===== config.mk =====
export PLATFORM = sky130hd
export DESIGN_NAME = sr_ff_bank
export DESIGN_NICKNAME = d
export VERILOG_FILES = /design/src/rtl/sr_pkg.sv /design/src/rtl/sr_ff_cell.sv /design/src/rtl/sr_ff_bank.sv
export SDC_FILE = /design/constraint.sdc
export NUM_CORES = 1
export LEC_CHECK = 0
export BUFFER_PORTS_ARGS = -buffer_cell sky130_fd_sc_hd__buf_2
export CAP_MARGIN = 20
export CORE_MARGIN = 3
export CORE_UTILIZATION = 45
export CTS_BUF_LIST = sky130_fd_sc_hd__clkbuf_4
export CTS_CLUSTER_DIAMETER = 30
export DETAILED_ROUTE_END_ITERATION = 7
export HOLD_SLACK_MARGIN = 0.06
export PLACE_DENSITY = 0.83
export REMOVE_ABC_BUFFERS = 1
export SLEW_MARGIN = 10
export SYNTH_ARGS = -nofsm -noshare
export SYNTH_HDL_FRONTEND = slang
export SYNTH_SLANG_ARGS = --single-unit

===== constraint.sdc =====
create_clock -name clk -period 3.2 [get_ports clk]
set_input_delay 0.32 -clock clk [delete_from_list [all_inputs] [get_ports clk]]
set_output_delay 0.32 -clock clk [all_outputs]
set_load 0.02 [all_outputs]

===== src/rtl/sr_pkg.sv =====
// Shared types and next-state rule for the SR flip-flop bank.
// Optional input filter enabled with SR_GLITCH_FILTER_EN (see sr_ff_cell).
package sr_pkg;

  typedef enum logic [1:0] {
    SR_HOLD    = 2'd0,
    SR_SET_DOM = 2'd1,
    SR_RST_DOM = 2'd2,
    SR_TOGGLE  = 2'd3
  } sr_mode_e;

  localparam int FILT_W = 4;

  // S=R=1 is resolved by mode instead of being left undefined.
  function automatic logic sr_next(input logic s, input logic r, input logic q,
                                   input sr_mode_e mode);
    logic nxt;
    case ({s, r})
      2'b00:   nxt = q;
      2'b10:   nxt = 1'b1;
      2'b01:   nxt = 1'b0;
      default: begin
        case (mode)
          SR_SET_DOM: nxt = 1'b1;
          SR_RST_DOM: nxt = 1'b0;
          SR_TOGGLE:  nxt = ~q;
          default:    nxt = q;
        endcase
      end
    endcase
    return nxt;
  endfunction

endpackage


===== src/rtl/sr_ff_cell.sv =====
// One SR channel: q/qbar registers, invalid pulse and, with
// SR_GLITCH_FILTER_EN defined, a per-channel input stability filter.
module sr_ff_cell
  import sr_pkg::*;
#(
  parameter logic INIT_BIT    = 1'b0,
  parameter int   FILT_CYCLES = 3
) (
  input  logic     clk,
  input  logic     rst,
  input  logic     s,
  input  logic     r,
  input  sr_mode_e mode,
  output logic     q,
  output logic     qbar,
  output logic     invalid,
  output logic     hit
);

  if (FILT_CYCLES < 2 || FILT_CYCLES > 15) begin : g_bad_filt
    $error("sr_ff_cell: FILT_CYCLES must be in 2..15");
  end

  logic eff_s;
  logic eff_r;
  logic nxt;

`ifdef SR_GLITCH_FILTER_EN
  logic [1:0]        pair_prev;
  logic [FILT_W-1:0] run_cnt;
  logic              same;
  logic              stable;

  // run_cnt holds how many consecutive samples pair_prev has been seen;
  // the current sample extends that run by one when it matches.
  always_comb begin
    same   = ({s, r} == pair_prev);
    stable = same && (run_cnt >= FILT_W'(FILT_CYCLES - 1));
    eff_s  = stable & s;
    eff_r  = stable & r;
  end

  always_ff @(posedge clk) begin
    if (rst) begin
      pair_prev <= 2'b00;
      run_cnt   <= '0;
    end else begin
      pair_prev <= {s, r};
      if (!same)
        run_cnt <= FILT_W'(1);
      else if (run_cnt < FILT_W'(FILT_CYCLES))
        run_cnt <= run_cnt + FILT_W'(1);
    end
  end
`else
  always_comb begin
    eff_s = s;
    eff_r = r;
  end
`endif

  always_comb begin
    hit = eff_s & eff_r;
    nxt = sr_next(eff_s, eff_r, q, mode);
  end

  always_ff @(posedge clk) begin
    if (rst) begin
      q       <= INIT_BIT;
      qbar    <= ~INIT_BIT;
      invalid <= 1'b0;
    end else begin
      q       <= nxt;
      qbar    <= ~nxt;
      invalid <= hit;
    end
  end

endmodule


===== src/rtl/sr_ff_bank.sv =====
// N-channel clocked SR flag register with invalid-event tracking.
// Define SR_GLITCH_FILTER_EN to add the per-channel input stability filter.
module sr_ff_bank
  import sr_pkg::*;
#(
  parameter int           N           = 8,
  parameter int           CNT_W       = 8,
  parameter logic [N-1:0] INIT        = '0,
  parameter int           FILT_CYCLES = 3
) (
  input  logic             clk,
  input  logic             rst,
  input  logic [N-1:0]     s,
  input  logic [N-1:0]     r,
  input  logic [1:0]       mode,
  input  logic             err_clr,
  output logic [N-1:0]     q,
  output logic [N-1:0]     qbar,
  output logic [N-1:0]     invalid,
  output logic [CNT_W-1:0] inv_cnt,
  output logic             err_sticky
);

  if (N < 1 || N > 32) begin : g_bad_n
    $error("sr_ff_bank: N must be in 1..32");
  end

  sr_mode_e     mode_e;
  logic [N-1:0] hit;
  logic         any_hit;

  assign mode_e  = sr_mode_e'(mode);
  assign any_hit = |hit;

  for (genvar i = 0; i < N; i++) begin : g_cell
    sr_ff_cell #(
      .INIT_BIT    (INIT[i]),
      .FILT_CYCLES (FILT_CYCLES)
    ) u_cell (
      .clk     (clk),
      .rst     (rst),
      .s       (s[i]),
      .r       (r[i]),
      .mode    (mode_e),
      .q       (q[i]),
      .qbar    (qbar[i]),
      .invalid (invalid[i]),
      .hit     (hit[i])
    );
  end

  // A fresh event outranks err_clr, so a clear never hides a new error.
  always_ff @(posedge clk) begin
    if (rst) begin
      inv_cnt    <= '0;
      err_sticky <= 1'b0;
    end else if (any_hit) begin
      err_sticky <= 1'b1;
      if (err_clr)
        inv_cnt <= CNT_W'(1);
      else if (inv_cnt != '1)
        inv_cnt <= inv_cnt + CNT_W'(1);
    end else if (err_clr) begin
      inv_cnt    <= '0;
      err_sticky <= 1'b0;
    end
  end

endmodule


==> results of run 1 <==
## power by group through the flow
stage                     Sequential (uW)  Clock [uW]  Combinational (uW)
final                                 444         217                 119
after global routing                  446         237                 132
after CTS                             444         223                 120
after detailed placement              453           0                 120
after global placement                452           0                 118
after floorplan                       481           0                40.5
## synth_stat cells (2+ instances only)
library cell / number / area [um2]
sky130_fd_sc_hd__dfxtp_1: 33 / 661
sky130_fd_sc_hd__nand2_1: 27 / 101
sky130_fd_sc_hd__buf_4: 24 / 180
sky130_fd_sc_hd__inv_1: 15 / 56.3
sky130_fd_sc_hd__o21ai_0: 15 / 75.1
sky130_fd_sc_hd__nor2_1: 13 / 48.8
sky130_fd_sc_hd__a21oi_1: 10 / 50.1
sky130_fd_sc_hd__mux2i_1: 3 / 30.0
sky130_fd_sc_hd__a21o_1: 2 / 15.0
sky130_fd_sc_hd__a311oi_2: 2 / 30.0
sky130_fd_sc_hd__a31oi_1: 2 / 12.5
sky130_fd_sc_hd__nand3_1: 2 / 10.0
sky130_fd_sc_hd__nand4_1: 2 / 12.5
sky130_fd_sc_hd__nor2_2: 2 / 12.5
sky130_fd_sc_hd__nor2b_1: 2 / 12.5
sky130_fd_sc_hd__nor3_1: 2 / 10.0
sky130_fd_sc_hd__o21bai_1: 2 / 15.0
## cell families (layout without fill, tap and decap cells)
logic type / after synthesis / count (layout)
compound gates: 36 / 36
fa+ha+maj: 1 / 1
buf+inv: 42 / 75
flops: 33 / 33
mux: 3 / 3
simple gates: 61 / 61
## worst register-to-register path: stages (launching register included)
cell	delay, ns
sky130_fd_sc_hd__dfxtp_1	0.39
sky130_fd_sc_hd__ha_1	0.23
sky130_fd_sc_hd__nand4_1	0.19
sky130_fd_sc_hd__nor2b_4	0.22
sky130_fd_sc_hd__nor2_2	0.08
sky130_fd_sc_hd__a311oi_2	0.25
## through the flow
stage / setup WS [ns] / power (uW)
after floorplan: 1.72 / 521
after CTS: 1.74 / 787
after global placement: 1.76 / 570
after global routing: 1.59 / 815
after detailed placement: 1.75 / 573
final: 1.76 / 780
## cell type report
| cell class | count | share of cell area |
|---|---|---|
| tap | 44 | 0.0332 |
| sequential | 33 | 0.399 |
| timing repair buffer | 53 | 0.160 |
| clock inverter | 1 | 0.00227 |
| clock buffer | 6 | 0.0272 |
| multi-input combinational | 101 | 0.344 |
| inverter | 15 | 0.0340 |
## per-layer routing
layer  up-vias  track usage  share of wire
li1        624            -              -
met1       528        0.177           0.41
met2        48        0.252           0.49
met3         6       0.0463          0.080
met4         0       0.0836          0.020
met5         -            0              0
## flip-flops by register name (all words and copies together) (netlist names)
signal                 flops
g_cell.u_cell.q            8
err_sticky                 1
inv_cnt                    8
g_cell.u_cell.qbar         8
g_cell.u_cell.invalid      8
## path summary, 6_finish.rpt
kind,start,end
setup / recovery,inv_cnt[0],inv_cnt[2]
hold / removal,r[5],g_cell[5].u_cell.invalid
setup reg to reg,inv_cnt[0],inv_cnt[2]
hold reg to reg,err_sticky,err_sticky
==> run_summary.xml, run 1 <==
<?xml version="1.0" encoding="UTF-8"?>
<metrics>
  <group name="clocking">
    <metric name="ctsRootBufferMaster" unit="">sky130_fd_sc_hd__clkbuf_4</metric>
    <metric name="cts.clk_slew.worst_paths" unit="ns">0.10</metric>
    <metric name="numCtsBuffers" unit="">5</metric>
    <metric name="clk-insertion-delay-late" unit="ns">0.33</metric>
    <metric name="cts_tree" unit="">yes</metric>
    <metric name="deepest_clock_path_buffer_count" unit="">2</metric>
    <metric name="holdBufCountCts" unit="">0</metric>
    <metric name="htree_levels" unit="">2</metric>
    <metric name="postCtsResizedCells" unit="">0</metric>
    <metric name="clock_sinks" unit="">33</metric>
    <metric name="cts_post_setup_buffers_inserted" unit="">0</metric>
  </group>
  <group name="critical_path">
    <metric name="crit_path_max_incr_delay" unit="ns">0.39</metric>
    <metric name="cell_with_the_biggest_individual_delay_on_the_critical_path" unit="">sky130_fd_sc_hd__dfxtp_1</metric>
    <metric name="worst_setup_path_start_kind" unit="">flip-flop</metric>
    <metric name="criticalPathCategory" unit="">reg -&gt; reg</metric>
    <metric name="critical_path_buffers_and_inverters" unit="">0</metric>
    <metric name="worstPathRequired" unit="ns">3.45</metric>
    <metric name="critical_path_peak_fanout" unit="">6</metric>
    <metric name="timing.critical_path.arrival" unit="ns">1.69</metric>
    <metric name="reg2reg_setup_slack" unit="ns">1.76</metric>
    <metric name="worstRegToRegCells" unit="">5</metric>
    <metric name="worstPathCellList" unit="">ha_1 -&gt; nand4_1 -&gt; nor2b_4 -&gt; nor2_2 -&gt; a311oi_2</metric>
    <metric name="path_delay_family" unit="">simple AND/OR/NAND/NOR gates</metric>
    <metric name="cp.depth" unit="">5</metric>
    <metric name="timing.critical_path.to_type" unit="">flip-flop</metric>
  </group>
  <group name="sta">
    <metric name="tns" unit="ns">0</metric>
    <metric name="worst_slew_margin_rel" unit="">0.770</metric>
    <metric name="final.setup_skew" unit="ns">0.00637</metric>
    <metric name="report.final.hold_viol_count" unit="">0</metric>
    <metric name="slew_viol_final" unit="">0</metric>
    <metric name="timing.hold.ws" unit="ns">0.246</metric>
    <metric name="worstMarginPinSlew" unit="ns">0.346</metric>
    <metric name="min_cycle_time_layout" unit="ns">1.44</metric>
    <metric name="setup_violations" unit="">0</metric>
    <metric name="timing.final.crit_share" unit="">0.450</metric>
    <metric name="fmax" unit="MHz">694</metric>
    <metric name="rsz0062_at_grt" unit="">no</metric>
  </group>
  <group name="synth">
    <metric name="synth.area.mux_share" unit="">0.0202</metric>
    <metric name="yosys.area_share.simple" unit="">0.205</metric>
    <metric name="synth.avg_cell_area" unit="um2">8.45</metric>
    <metric name="instance_count_of_the_mapped_netlist" unit="">176</metric>
    <metric name="post_synth_instance_area" unit="um2">1490</metric>
    <metric name="async_reset_ff_frac" unit="">0</metric>
    <metric name="yosysSeqAreaShare" unit="">0.444</metric>
    <metric name="synth.ff_latch_count" unit="">33</metric>
    <metric name="synth_top_family_by_area" unit="">simple AND/OR/NAND/NOR gates</metric>
    <metric name="synth-warning-count" unit="">0</metric>
    <metric name="synth_top_flop_cell" unit="">sky130_fd_sc_hd__dfxtp_1</metric>
    <metric name="synth_compound_area_frac" unit="">0.150</metric>
    <metric name="synth_cell_type_count" unit="">35</metric>
    <metric name="synth_xor_xnor_area_share" unit="">0</metric>
    <metric name="synthAdderAreaFrac" unit="">0.00842</metric>
    <metric name="synth_enable_flop_cells" unit="">0</metric>
  </group>
  <group name="floorplan">
    <metric name="floorplan.rows" unit="">20</metric>
    <metric name="die-width" unit="um">63.5</metric>
    <metric name="io_pins" unit="">54</metric>
    <metric name="dieHeight" unit="um">63.5</metric>
    <metric name="floorplan.initialDensity" unit="">0.479</metric>
    <metric name="design.core.area" unit="um2">3100</metric>
    <metric name="floorplan.die_area" unit="um2">4030</metric>
  </group>
  <group name="placed_design">
    <metric name="dp_cells" unit="">246</metric>
    <metric name="port_buffers" unit="">53</metric>
    <metric name="placed_area" unit="um2">1610</metric>
    <metric name="dp_hpwl" unit="um">2240</metric>
    <metric name="place.gp.congestion" unit="">0.783</metric>
  </group>
  <group name="global_routing">
    <metric name="grt_pass1_wl" unit="um">4890</metric>
    <metric name="antenna_found_initial" unit="">0</metric>
    <metric name="grt_use_total" unit="">0.153</metric>
    <metric name="via_count_of_the_first_global_routing_pass" unit="">1143</metric>
    <metric name="gr-total-overflow" unit="">0</metric>
    <metric name="grt_start_max_net_pins" unit="">21</metric>
  </group>
  <group name="layout">
    <metric name="final_cell_mix" unit="">sky130_fd_sc_hd__buf_2, sky130_fd_sc_hd__dfxtp_1, sky130_fd_sc_hd__nand2_1</metric>
    <metric name="num_antenna_cells" unit="">0</metric>
    <metric name="final_design_area_no_fill" unit="um2">1660</metric>
    <metric name="layout-area-overhead-vs-synth" unit="%">11.4</metric>
    <metric name="layout.area.seq" unit="um2">661</metric>
    <metric name="post_layout_nonfiller_instances" unit="">253</metric>
    <metric name="fillers" unit="">310</metric>
    <metric name="final_net_count" unit="">231</metric>
    <metric name="post_route_cells_drive_above_1_share" unit="">0.330</metric>
    <metric name="share_of_the_core_filled_with_cells_in_the_final_layout" unit="">0.534</metric>
    <metric name="multi_input_comb_area" unit="um2">571</metric>
    <metric name="layout.cells.most_common" unit="">sky130_fd_sc_hd__buf_2</metric>
  </group>
  <group name="power_and_ir_drop">
    <metric name="pwr_cell_area" unit="nW/um2">471</metric>
    <metric name="cellLeakagePower" unit="uW">0.000786</metric>
    <metric name="p_sw_frac" unit="">0.277</metric>
    <metric name="sequentialPowerShare" unit="">0.569</metric>
    <metric name="p_switching" unit="uW">216</metric>
    <metric name="power_frac_comb" unit="">0.153</metric>
    <metric name="pint" unit="uW">564</metric>
    <metric name="ir_worst_vdd" unit="uV">306</metric>
    <metric name="power.share.clock" unit="">0.278</metric>
  </group>
  <group name="drt">
    <metric name="vias" unit="">1206</metric>
    <metric name="viasPerCell" unit="">4.77</metric>
    <metric name="detail_route.first_pass.iterations" unit="">4</metric>
    <metric name="post-route-drc-count" unit="">0</metric>
    <metric name="dr_iter_0_viols" unit="">58</metric>
    <metric name="routed_wirelength" unit="um">2950</metric>
    <metric name="detail-route-antenna-nets" unit="">0</metric>
    <metric name="routedWlPerCell" unit="um">11.7</metric>
  </group>
  <group name="run">
    <metric name="max_cap_viol_count" unit="">0</metric>
  </group>
  <group name="hold_path">
    <metric name="worstHoldPathType" unit="">in -&gt; reg</metric>
    <metric name="hold-path-cell-count" unit="">3</metric>
  </group>
  <group name="status">
    <metric name="outcome" unit="">completed</metric>
  </group>
</metrics>
(Power assumes the default switching activity.)
==> run 2: changes to the inputs <==
ABC_AREA = 1   (was unset)
PLACE_DENSITY = 0.82   (was 0.83)
clock period = 1.4 ns   (was 3.2 ns; I/O delays follow)
==> run 2 against run 1 <==
Against the previous run: die area increased by 4.3%; critical path depth is 3 higher; highest routed layer unchanged; final cell count rose by 15%; largest power group unchanged; first-iteration DRC count up 12%; clock power grew 120%; wire length up 7.8%.
==> run_summary.xml, run 2 <==
<?xml version="1.0" encoding="UTF-8"?>
<metrics>
  <group name="status">
    <metric name="outcome" unit="">completed</metric>
  </group>
  <group name="sta">
    <metric name="worstMarginPinSlew" unit="ns">0.294</metric>
    <metric name="tns" unit="ns">0</metric>
    <metric name="slew_viol_final" unit="">0</metric>
    <metric name="worst_slew_margin_rel" unit="">0.804</metric>
    <metric name="fmax" unit="MHz">792</metric>
    <metric name="final.setup_skew" unit="ns">0.00122</metric>
    <metric name="min_cycle_time_layout" unit="ns">1.26</metric>
    <metric name="report.final.hold_viol_count" unit="">0</metric>
    <metric name="rsz0062_at_grt" unit="">no</metric>
    <metric name="post-route-worst-setup-slack" unit="ns">0.138</metric>
    <metric name="setup_violations" unit="">0</metric>
    <metric name="timing.final.crit_share" unit="">0.902</metric>
  </group>
  <group name="power_and_ir_drop">
    <metric name="ir_worst_vdd" unit="uV">645</metric>
    <metric name="pwr_cell_area" unit="nW/um2">1020</metric>
    <metric name="report.power.total" unit="uW">1790</metric>
    <metric name="cellLeakagePower" unit="uW">0.000939</metric>
  </group>
  <group name="critical_path">
    <metric name="timing.critical_path.arrival" unit="ns">1.53</metric>
    <metric name="worstRegToRegCells" unit="">8</metric>
    <metric name="cell_with_the_biggest_individual_delay_on_the_critical_path" unit="">sky130_fd_sc_hd__dfxtp_2</metric>
    <metric name="worstPathRequired" unit="ns">1.67</metric>
    <metric name="path_common_cell" unit="">sky130_fd_sc_hd__nand2_1</metric>
    <metric name="criticalPathCategory" unit="">reg -&gt; reg</metric>
    <metric name="worst_setup_path_start_kind" unit="">flip-flop</metric>
    <metric name="worstPathCellList" unit="">ha_1 -&gt; nand2_1 -&gt; inv_2 -&gt; nand3b_4 -&gt; clkinv_1 -&gt; nor2_1 -&gt; nand2_1 -&gt; a21oi_2</metric>
    <metric name="crit_path_max_incr_delay" unit="ns">0.35</metric>
    <metric name="timing.critical_path.to_type" unit="">flip-flop</metric>
    <metric name="critical_path_peak_fanout" unit="">7</metric>
  </group>
  <group name="synth">
    <metric name="yosysSeqAreaShare" unit="">0.424</metric>
    <metric name="synth_top_flop_cell" unit="">sky130_fd_sc_hd__dfxtp_1</metric>
    <metric name="async_reset_ff_frac" unit="">0</metric>
    <metric name="yosys.area.top_type_share" unit="">0.424</metric>
    <metric name="synth.avg_cell_area" unit="um2">7.38</metric>
    <metric name="synth_cell_type_count" unit="">28</metric>
    <metric name="synth-warning-count" unit="">0</metric>
    <metric name="synth_area_leaders" unit="">sky130_fd_sc_hd__dfxtp_1, sky130_fd_sc_hd__buf_4, sky130_fd_sc_hd__nand2_1, sky130_fd_sc_hd__nor2_1, sky130_fd_sc_hd__inv_1</metric>
    <metric name="most_frequent_cells_after_synthesis" unit="">sky130_fd_sc_hd__nand2_1, sky130_fd_sc_hd__dfxtp_1, sky130_fd_sc_hd__nor2_1</metric>
    <metric name="synth_enable_flop_cells" unit="">0</metric>
    <metric name="synth.ff_latch_count" unit="">33</metric>
    <metric name="yosysTopAreaCell" unit="">sky130_fd_sc_hd__dfxtp_1</metric>
    <metric name="synth.most_common_cell" unit="">sky130_fd_sc_hd__nand2_1</metric>
    <metric name="post_synth_instance_area" unit="um2">1560</metric>
    <metric name="instance_count_of_the_mapped_netlist" unit="">211</metric>
  </group>
  <group name="layout">
    <metric name="layout.cells.most_common" unit="">sky130_fd_sc_hd__buf_2</metric>
    <metric name="post_route_cells_drive_above_1_share" unit="">0.304</metric>
    <metric name="final_net_count" unit="">268</metric>
    <metric name="num_antenna_cells" unit="">0</metric>
    <metric name="layout-area-overhead-vs-synth" unit="%">12.8</metric>
    <metric name="final_cell_mix" unit="">sky130_fd_sc_hd__buf_2, sky130_fd_sc_hd__nand2_1, sky130_fd_sc_hd__dfxtp_1</metric>
    <metric name="share_of_the_core_filled_with_cells_in_the_final_layout" unit="">0.553</metric>
    <metric name="post_layout_nonfiller_instances" unit="">291</metric>
  </group>
  <group name="hold_path">
    <metric name="worstHoldPathType" unit="">in -&gt; reg</metric>
    <metric name="hold-path-cell-count" unit="">3</metric>
  </group>
  <group name="placed_design">
    <metric name="detailedPlace.worstSlack" unit="ns">0.127</metric>
    <metric name="dp_hpwl" unit="um">2430</metric>
    <metric name="port_buffers" unit="">53</metric>
    <metric name="place.gp.congestion" unit="">0.923</metric>
    <metric name="dp_cells" unit="">283</metric>
  </group>
  <group name="clocking">
    <metric name="clk-insertion-delay-late" unit="ns">0.32</metric>
    <metric name="deepest_clock_path_buffer_count" unit="">2</metric>
    <metric name="cts.clk_slew.worst_paths" unit="ns">0.10</metric>
    <metric name="cts_post_setup_buffers_inserted" unit="">0</metric>
    <metric name="clock_sinks" unit="">33</metric>
    <metric name="numCtsBuffers" unit="">5</metric>
    <metric name="cts_tree" unit="">yes</metric>
    <metric name="htree_levels" unit="">2</metric>
    <metric name="ctsRootBufferMaster" unit="">sky130_fd_sc_hd__clkbuf_4</metric>
  </group>
  <group name="drt">
    <metric name="detail-route-antenna-nets" unit="">0</metric>
    <metric name="routedWlPerCell" unit="um">10.9</metric>
    <metric name="detail_route.first_pass.iterations" unit="">6</metric>
    <metric name="vias" unit="">1340</metric>
    <metric name="post-route-drc-count" unit="">0</metric>
    <metric name="dr_iter_0_viols" unit="">65</metric>
    <metric name="routed_wirelength" unit="um">3180</metric>
    <metric name="viasPerCell" unit="">4.60</metric>
  </group>
  <group name="floorplan">
    <metric name="floorplan.die_area" unit="um2">4200</metric>
    <metric name="design.core.area" unit="um2">3180</metric>
    <metric name="floorplan.initialDensity" unit="">0.490</metric>
    <metric name="die-width" unit="um">64.8</metric>
    <metric name="io_pins" unit="">54</metric>
    <metric name="floorplan.rows" unit="">20</metric>
    <metric name="dieHeight" unit="um">64.8</metric>
  </group>
  <group name="global_routing">
    <metric name="via_count_of_the_first_global_routing_pass" unit="">1172</metric>
    <metric name="gr-total-overflow" unit="">0</metric>
    <metric name="antenna_found_initial" unit="">0</metric>
    <metric name="grt_use_total" unit="">0.159</metric>
    <metric name="grt_pass1_wl" unit="um">5240</metric>
    <metric name="grt_start_max_net_pins" unit="">18</metric>
  </group>
  <group name="run">
    <metric name="max_cap_viol_count" unit="">0</metric>
  </group>
</metrics>
==> run 2: cell types whose count changed after synthesis, moves of 3 or more <==
cell	change
sky130_fd_sc_hd__mux2i_1	-3
sky130_fd_sc_hd__o21ai_0	-9
sky130_fd_sc_hd__nor2_1	+13
sky130_fd_sc_hd__nand2_1	+20
sky130_fd_sc_hd__clkinv_1	+3
sky130_fd_sc_hd__a31oi_1	+4
sky130_fd_sc_hd__inv_1	+10
sky130_fd_sc_hd__nand3_1	+4
==> run 2: kinds of logic (layout without fill, tap and decap cells) <==
kind of cell | after synthesis | in the layout | share of synthesized area
adders and majority gates | 1 | 1 | 0.00803
and+or+nand+nor | 89 | 89 | 0.252
AOI/OAI and AO/OA | 30 | 30 | 0.114
xor gates and xnor gates | 1 | 1 | 0.00562
DFF | 33 | 33 | 0.424
buffers and inverters | 57 | 93 | 0.196
==> run 2: report_power, final <==
part	switching [uW]	leakage [uW]	total, uW	internal (uW)
logic	185	0.000635	285	101
registers	26.8	0.000273	1020	989
clock network	306	0.0000300	487	181
total	518	0.000939	1790	1270
==> run 2: cell type report <==
cell class	instances	area, um2
repair buffers	55	280
clock inverters	3	12.5
well taps	44	55.1
fillers	327	1420
inverters	30	113
clock buffers	5	37.5
multi-input cells	121	596
flip-flops and latches	33	663
==> run 2: worst max-delay path: cells and delay by family (launching register included) <==
| kind | cells | cell delay, ns |
|---|---|---|
| adder cells (fa/ha/maj) | 1 | 0.21 |
| AND/OR/NAND/NOR | 4 | 0.42 |
| buffers and inverters | 2 | 0.14 |
| AO/OA/AOI/OAI | 1 | 0.10 |
| flip-flops | 1 | 0.35 |
==> run 2: path summary, 6_finish.rpt <==
kind | start | to | slack [ns]
worst max-delay path | inv_cnt[0] | inv_cnt[7] | 0.14
worst min-delay path | r[2] | g_cell[2].u_cell.invalid | 0.07
worst max register to register | inv_cnt[0] | inv_cnt[7] | 0.14
worst min register to register | inv_cnt[1] | inv_cnt[1] | 0.49
==> run 2: metal layers <==
metal | up-vias | GRT usage | share of wire
met3 | 7 | 0.0433 | 0.067
met4 | 0 | 0.0765 | 0.019
li1 | 709 | - | -
met1 | 579 | 0.201 | 0.45
met2 | 45 | 0.249 | 0.46
met5 | - | 0 | 0
==> run 2: through the flow <==
step	hold slack, ns	area (um2)
2_1_floorplan	0.202	1370
3_3_place_gp	0.409	1700
3_5_place_dp	0.411	1700
4_1_cts	0.0608	1750
5_1_grt	0.0723	1760
6_report	0.0724	1760
==> run 2: repair_timing <==
| item | in CTS | in global routing |
|---|---|---|
| hold buffers | 0 | 0 |
| gates resized for setup | 0 | 3 |
| endpoints found under the setup margin | 0 | 7 |
==> run 3: changes to the inputs <==
--- a/config.mk
+++ b/config.mk
@@ -7,3 +7,3 @@
 export LEC_CHECK = 0
-export ABC_AREA = 1
+export ABC_AREA = 0
 export BUFFER_PORTS_ARGS = -buffer_cell sky130_fd_sc_hd__buf_2
@@ -16,3 +16,3 @@
 export HOLD_SLACK_MARGIN = 0.06
-export PLACE_DENSITY = 0.82
+export PLACE_DENSITY = 0.83
 export REMOVE_ABC_BUFFERS = 1
==> constraint.sdc (replaced) <==
create_clock -name clk -period 1.4 [get_ports clk]
set_input_delay 0.28 -clock clk [delete_from_list [all_inputs] [get_ports clk]]
set_output_delay 0.28 -clock clk [all_outputs]
set_load 0.02 [all_outputs]
==> run 3 against run 2 <==
Against the previous run: cell area is 2.0% lower; wire length fell by 11%; total power grew 1.0%; final cell count is 11% lower; die area decreased by 4.2%; core utilization rose by 0.21 points; worst setup slack worse by 0.046 ns; fmax is 3.5% lower; sequential power barely moved.
==> run_summary.xml, run 3 (same netlist as run 1, synthesis figures left out) <==
<?xml version="1.0" encoding="UTF-8"?>
<metrics>
  <group name="status">
    <metric name="outcome" unit="">completed</metric>
  </group>
  <group name="critical_path">
    <metric name="timing.rr.start" unit="">inv_cnt[0]</metric>
    <metric name="worst_setup_path_start_kind" unit="">flip-flop</metric>
    <metric name="criticalPathCategory" unit="">reg -&gt; reg</metric>
    <metric name="timing.critical_path.arrival" unit="ns">1.55</metric>
    <metric name="worstPathRequired" unit="ns">1.64</metric>
    <metric name="reg2reg_setup_slack" unit="ns">0.09</metric>
    <metric name="worstRegToRegCells" unit="">5</metric>
    <metric name="timing.critical_path.to_type" unit="">flip-flop</metric>
    <metric name="reg2reg_to" unit="">inv_cnt[2]</metric>
    <metric name="critical_path_peak_fanout" unit="">6</metric>
  </group>
  <group name="layout">
    <metric name="fillers" unit="">314</metric>
    <metric name="final_cell_mix" unit="">sky130_fd_sc_hd__buf_2, sky130_fd_sc_hd__dfxtp_1, sky130_fd_sc_hd__nand2_1</metric>
    <metric name="layout-area-overhead-vs-synth" unit="%">15.8</metric>
    <metric name="num_antenna_cells" unit="">0</metric>
    <metric name="layout.area.seq" unit="um2">663</metric>
    <metric name="multi_input_comb_area" unit="um2">589</metric>
    <metric name="final_design_area_no_fill" unit="um2">1720</metric>
    <metric name="layout.cells.most_common" unit="">sky130_fd_sc_hd__buf_2</metric>
    <metric name="post_route_cells_drive_above_1_share" unit="">0.372</metric>
    <metric name="final_net_count" unit="">236</metric>
  </group>
  <group name="hold_path">
    <metric name="worstHoldPathType" unit="">in -&gt; reg</metric>
    <metric name="hold-path-cell-count" unit="">2</metric>
    <metric name="hold_path_startpoint" unit="">rst</metric>
    <metric name="holdPathEnd" unit="">inv_cnt[0]</metric>
  </group>
  <group name="sta">
    <metric name="timing.final.crit_share" unit="">0.935</metric>
    <metric name="report.final.hold_viol_count" unit="">0</metric>
    <metric name="tns" unit="ns">0</metric>
    <metric name="slew_viol_final" unit="">0</metric>
    <metric name="worstMarginPinSlew" unit="ns">0.261</metric>
    <metric name="min_cycle_time_layout" unit="ns">1.31</metric>
    <metric name="fmax" unit="MHz">764</metric>
    <metric name="setup_violations" unit="">0</metric>
    <metric name="worst_slew_margin_rel" unit="">0.826</metric>
    <metric name="timing.hold.ws" unit="ns">0.146</metric>
    <metric name="final.setup_skew" unit="ns">0.00349</metric>
  </group>
  <group name="clocking">
    <metric name="htree_levels" unit="">2</metric>
    <metric name="deepest_clock_path_buffer_count" unit="">2</metric>
    <metric name="cts_tree" unit="">yes</metric>
    <metric name="cts.clk_slew.worst_paths" unit="ns">0.09</metric>
    <metric name="cts_post_setup_buffers_inserted" unit="">0</metric>
    <metric name="numCtsBuffers" unit="">5</metric>
    <metric name="ctsRootBufferMaster" unit="">sky130_fd_sc_hd__clkbuf_4</metric>
    <metric name="clk-insertion-delay-late" unit="ns">0.32</metric>
    <metric name="postCtsResizedCells" unit="">0</metric>
    <metric name="holdBufCountCts" unit="">0</metric>
    <metric name="clock_sinks" unit="">33</metric>
  </group>
  <group name="global_routing">
    <metric name="grt_pass1_wl" unit="um">4760</metric>
    <metric name="via_count_of_the_first_global_routing_pass" unit="">1054</metric>
    <metric name="grt_use_met2" unit="">0.235</metric>
    <metric name="antenna_found_initial" unit="">0</metric>
    <metric name="grt_use_total" unit="">0.152</metric>
    <metric name="grt_util_met3" unit="">0.0624</metric>
    <metric name="grt_start_max_net_pins" unit="">18</metric>
    <metric name="gr-total-overflow" unit="">0</metric>
    <metric name="grtUsageMet1" unit="">0.186</metric>
    <metric name="globalRoute.busiestLayer" unit="">met2</metric>
  </group>
  <group name="floorplan">
    <metric name="floorplan.die_area" unit="um2">4030</metric>
    <metric name="design.core.area" unit="um2">3100</metric>
    <metric name="die-width" unit="um">63.5</metric>
    <metric name="floorplan.rows" unit="">20</metric>
    <metric name="floorplan.initialDensity" unit="">0.479</metric>
    <metric name="dieHeight" unit="um">63.5</metric>
    <metric name="io_pins" unit="">54</metric>
  </group>
  <group name="drt">
    <metric name="routedWlPerCell" unit="um">11.0</metric>
    <metric name="detail-route-antenna-nets" unit="">0</metric>
    <metric name="viasPerCell" unit="">4.56</metric>
    <metric name="post-route-drc-count" unit="">0</metric>
    <metric name="detail_route.first_pass.iterations" unit="">4</metric>
    <metric name="routed_wirelength" unit="um">2840</metric>
    <metric name="dr_iter_0_viols" unit="">35</metric>
    <metric name="vias" unit="">1180</metric>
  </group>
  <group name="placed_design">
    <metric name="dp_hpwl" unit="um">2210</metric>
    <metric name="port_buffers" unit="">53</metric>
    <metric name="placed_area" unit="um2">1650</metric>
    <metric name="place.gp.congestion" unit="">0.784</metric>
  </group>
  <group name="power_and_ir_drop">
    <metric name="report.power.total" unit="uW">1810</metric>
    <metric name="cellLeakagePower" unit="uW">0.000817</metric>
    <metric name="pwr_cell_area" unit="nW/um2">1050</metric>
    <metric name="ir_worst_vdd" unit="uV">525</metric>
  </group>
  <group name="run">
    <metric name="max_cap_viol_count" unit="">0</metric>
  </group>
</metrics>
run 3: changes by cell type in the layout (fill, tap and decap cells not counted), moves of 4 or more:
| cell | delta |
|---|---|
| sky130_fd_sc_hd__inv_1 | -10 |
| sky130_fd_sc_hd__clkinv_1 | -5 |
| sky130_fd_sc_hd__o21ai_0 | +9 |
| sky130_fd_sc_hd__nor2_1 | -13 |
| sky130_fd_sc_hd__a31oi_1 | -4 |
| sky130_fd_sc_hd__nand2_1 | -20 |
| sky130_fd_sc_hd__nand3_1 | -4 |
run 3: per-stage QoR:
step            util  setup WS [ns]  instances
2_1_floorplan      -        -0.0770        149
3_3_place_gp   0.530         0.0278        251
3_5_place_dp   0.530        0.00286        251
4_1_cts        0.548        0.00792        259
5_1_grt        0.555       -0.00799        259
6_report       0.555         0.0916        259
run 3: where the power goes:
| group | switching (uW) | leakage, uW | internal [uW] |
|---|---|---|---|
| logic | 179 | 0.000508 | 110 |
| registers | 24.3 | 0.000273 | 990 |
| clock network | 293 | 0.0000354 | 210 |
| total | 497 | 0.000817 | 1310 |
run 3: cell type report:
cell class	instances	share of cell area
sequential	33	0.385
inverter	15	0.0327
tap	44	0.0320
clock buffer	6	0.0262
timing repair buffer	58	0.176
clock inverter	2	0.00581
multi-input combinational	101	0.342
run 3: how the worst max path moves through the flow:
| stage | start | end | depth (start not counted) |
|---|---|---|---|
| floorplan | inv_cnt[0] | inv_cnt[2] | 5 |
| global placement | s[2] | inv_cnt[2] | 6 |
| detailed placement | s[2] | inv_cnt[4] | 6 |
| CTS | inv_cnt[1] | inv_cnt[2] | 5 |
| global route | inv_cnt[0] | inv_cnt[0] | 6 |
| finish | inv_cnt[0] | inv_cnt[2] | 5 |
run 3: worst max-delay path, cell delays in order, from the launching register on:
cell	delay, ns
sky130_fd_sc_hd__dfxtp_2	0.36
sky130_fd_sc_hd__ha_4	0.15
sky130_fd_sc_hd__nand4_1	0.17
sky130_fd_sc_hd__nor2b_4	0.23
sky130_fd_sc_hd__nor2_2	0.08
sky130_fd_sc_hd__a311oi_2	0.24
run 3: routing by layer:
layer	vias up	wire [um]	part of all wire
met3	5	172	0.061
met2	30	1340	0.47
li1	633	-	-
met5	-	0	0
met1	512	1280	0.45
met4	0	49	0.017
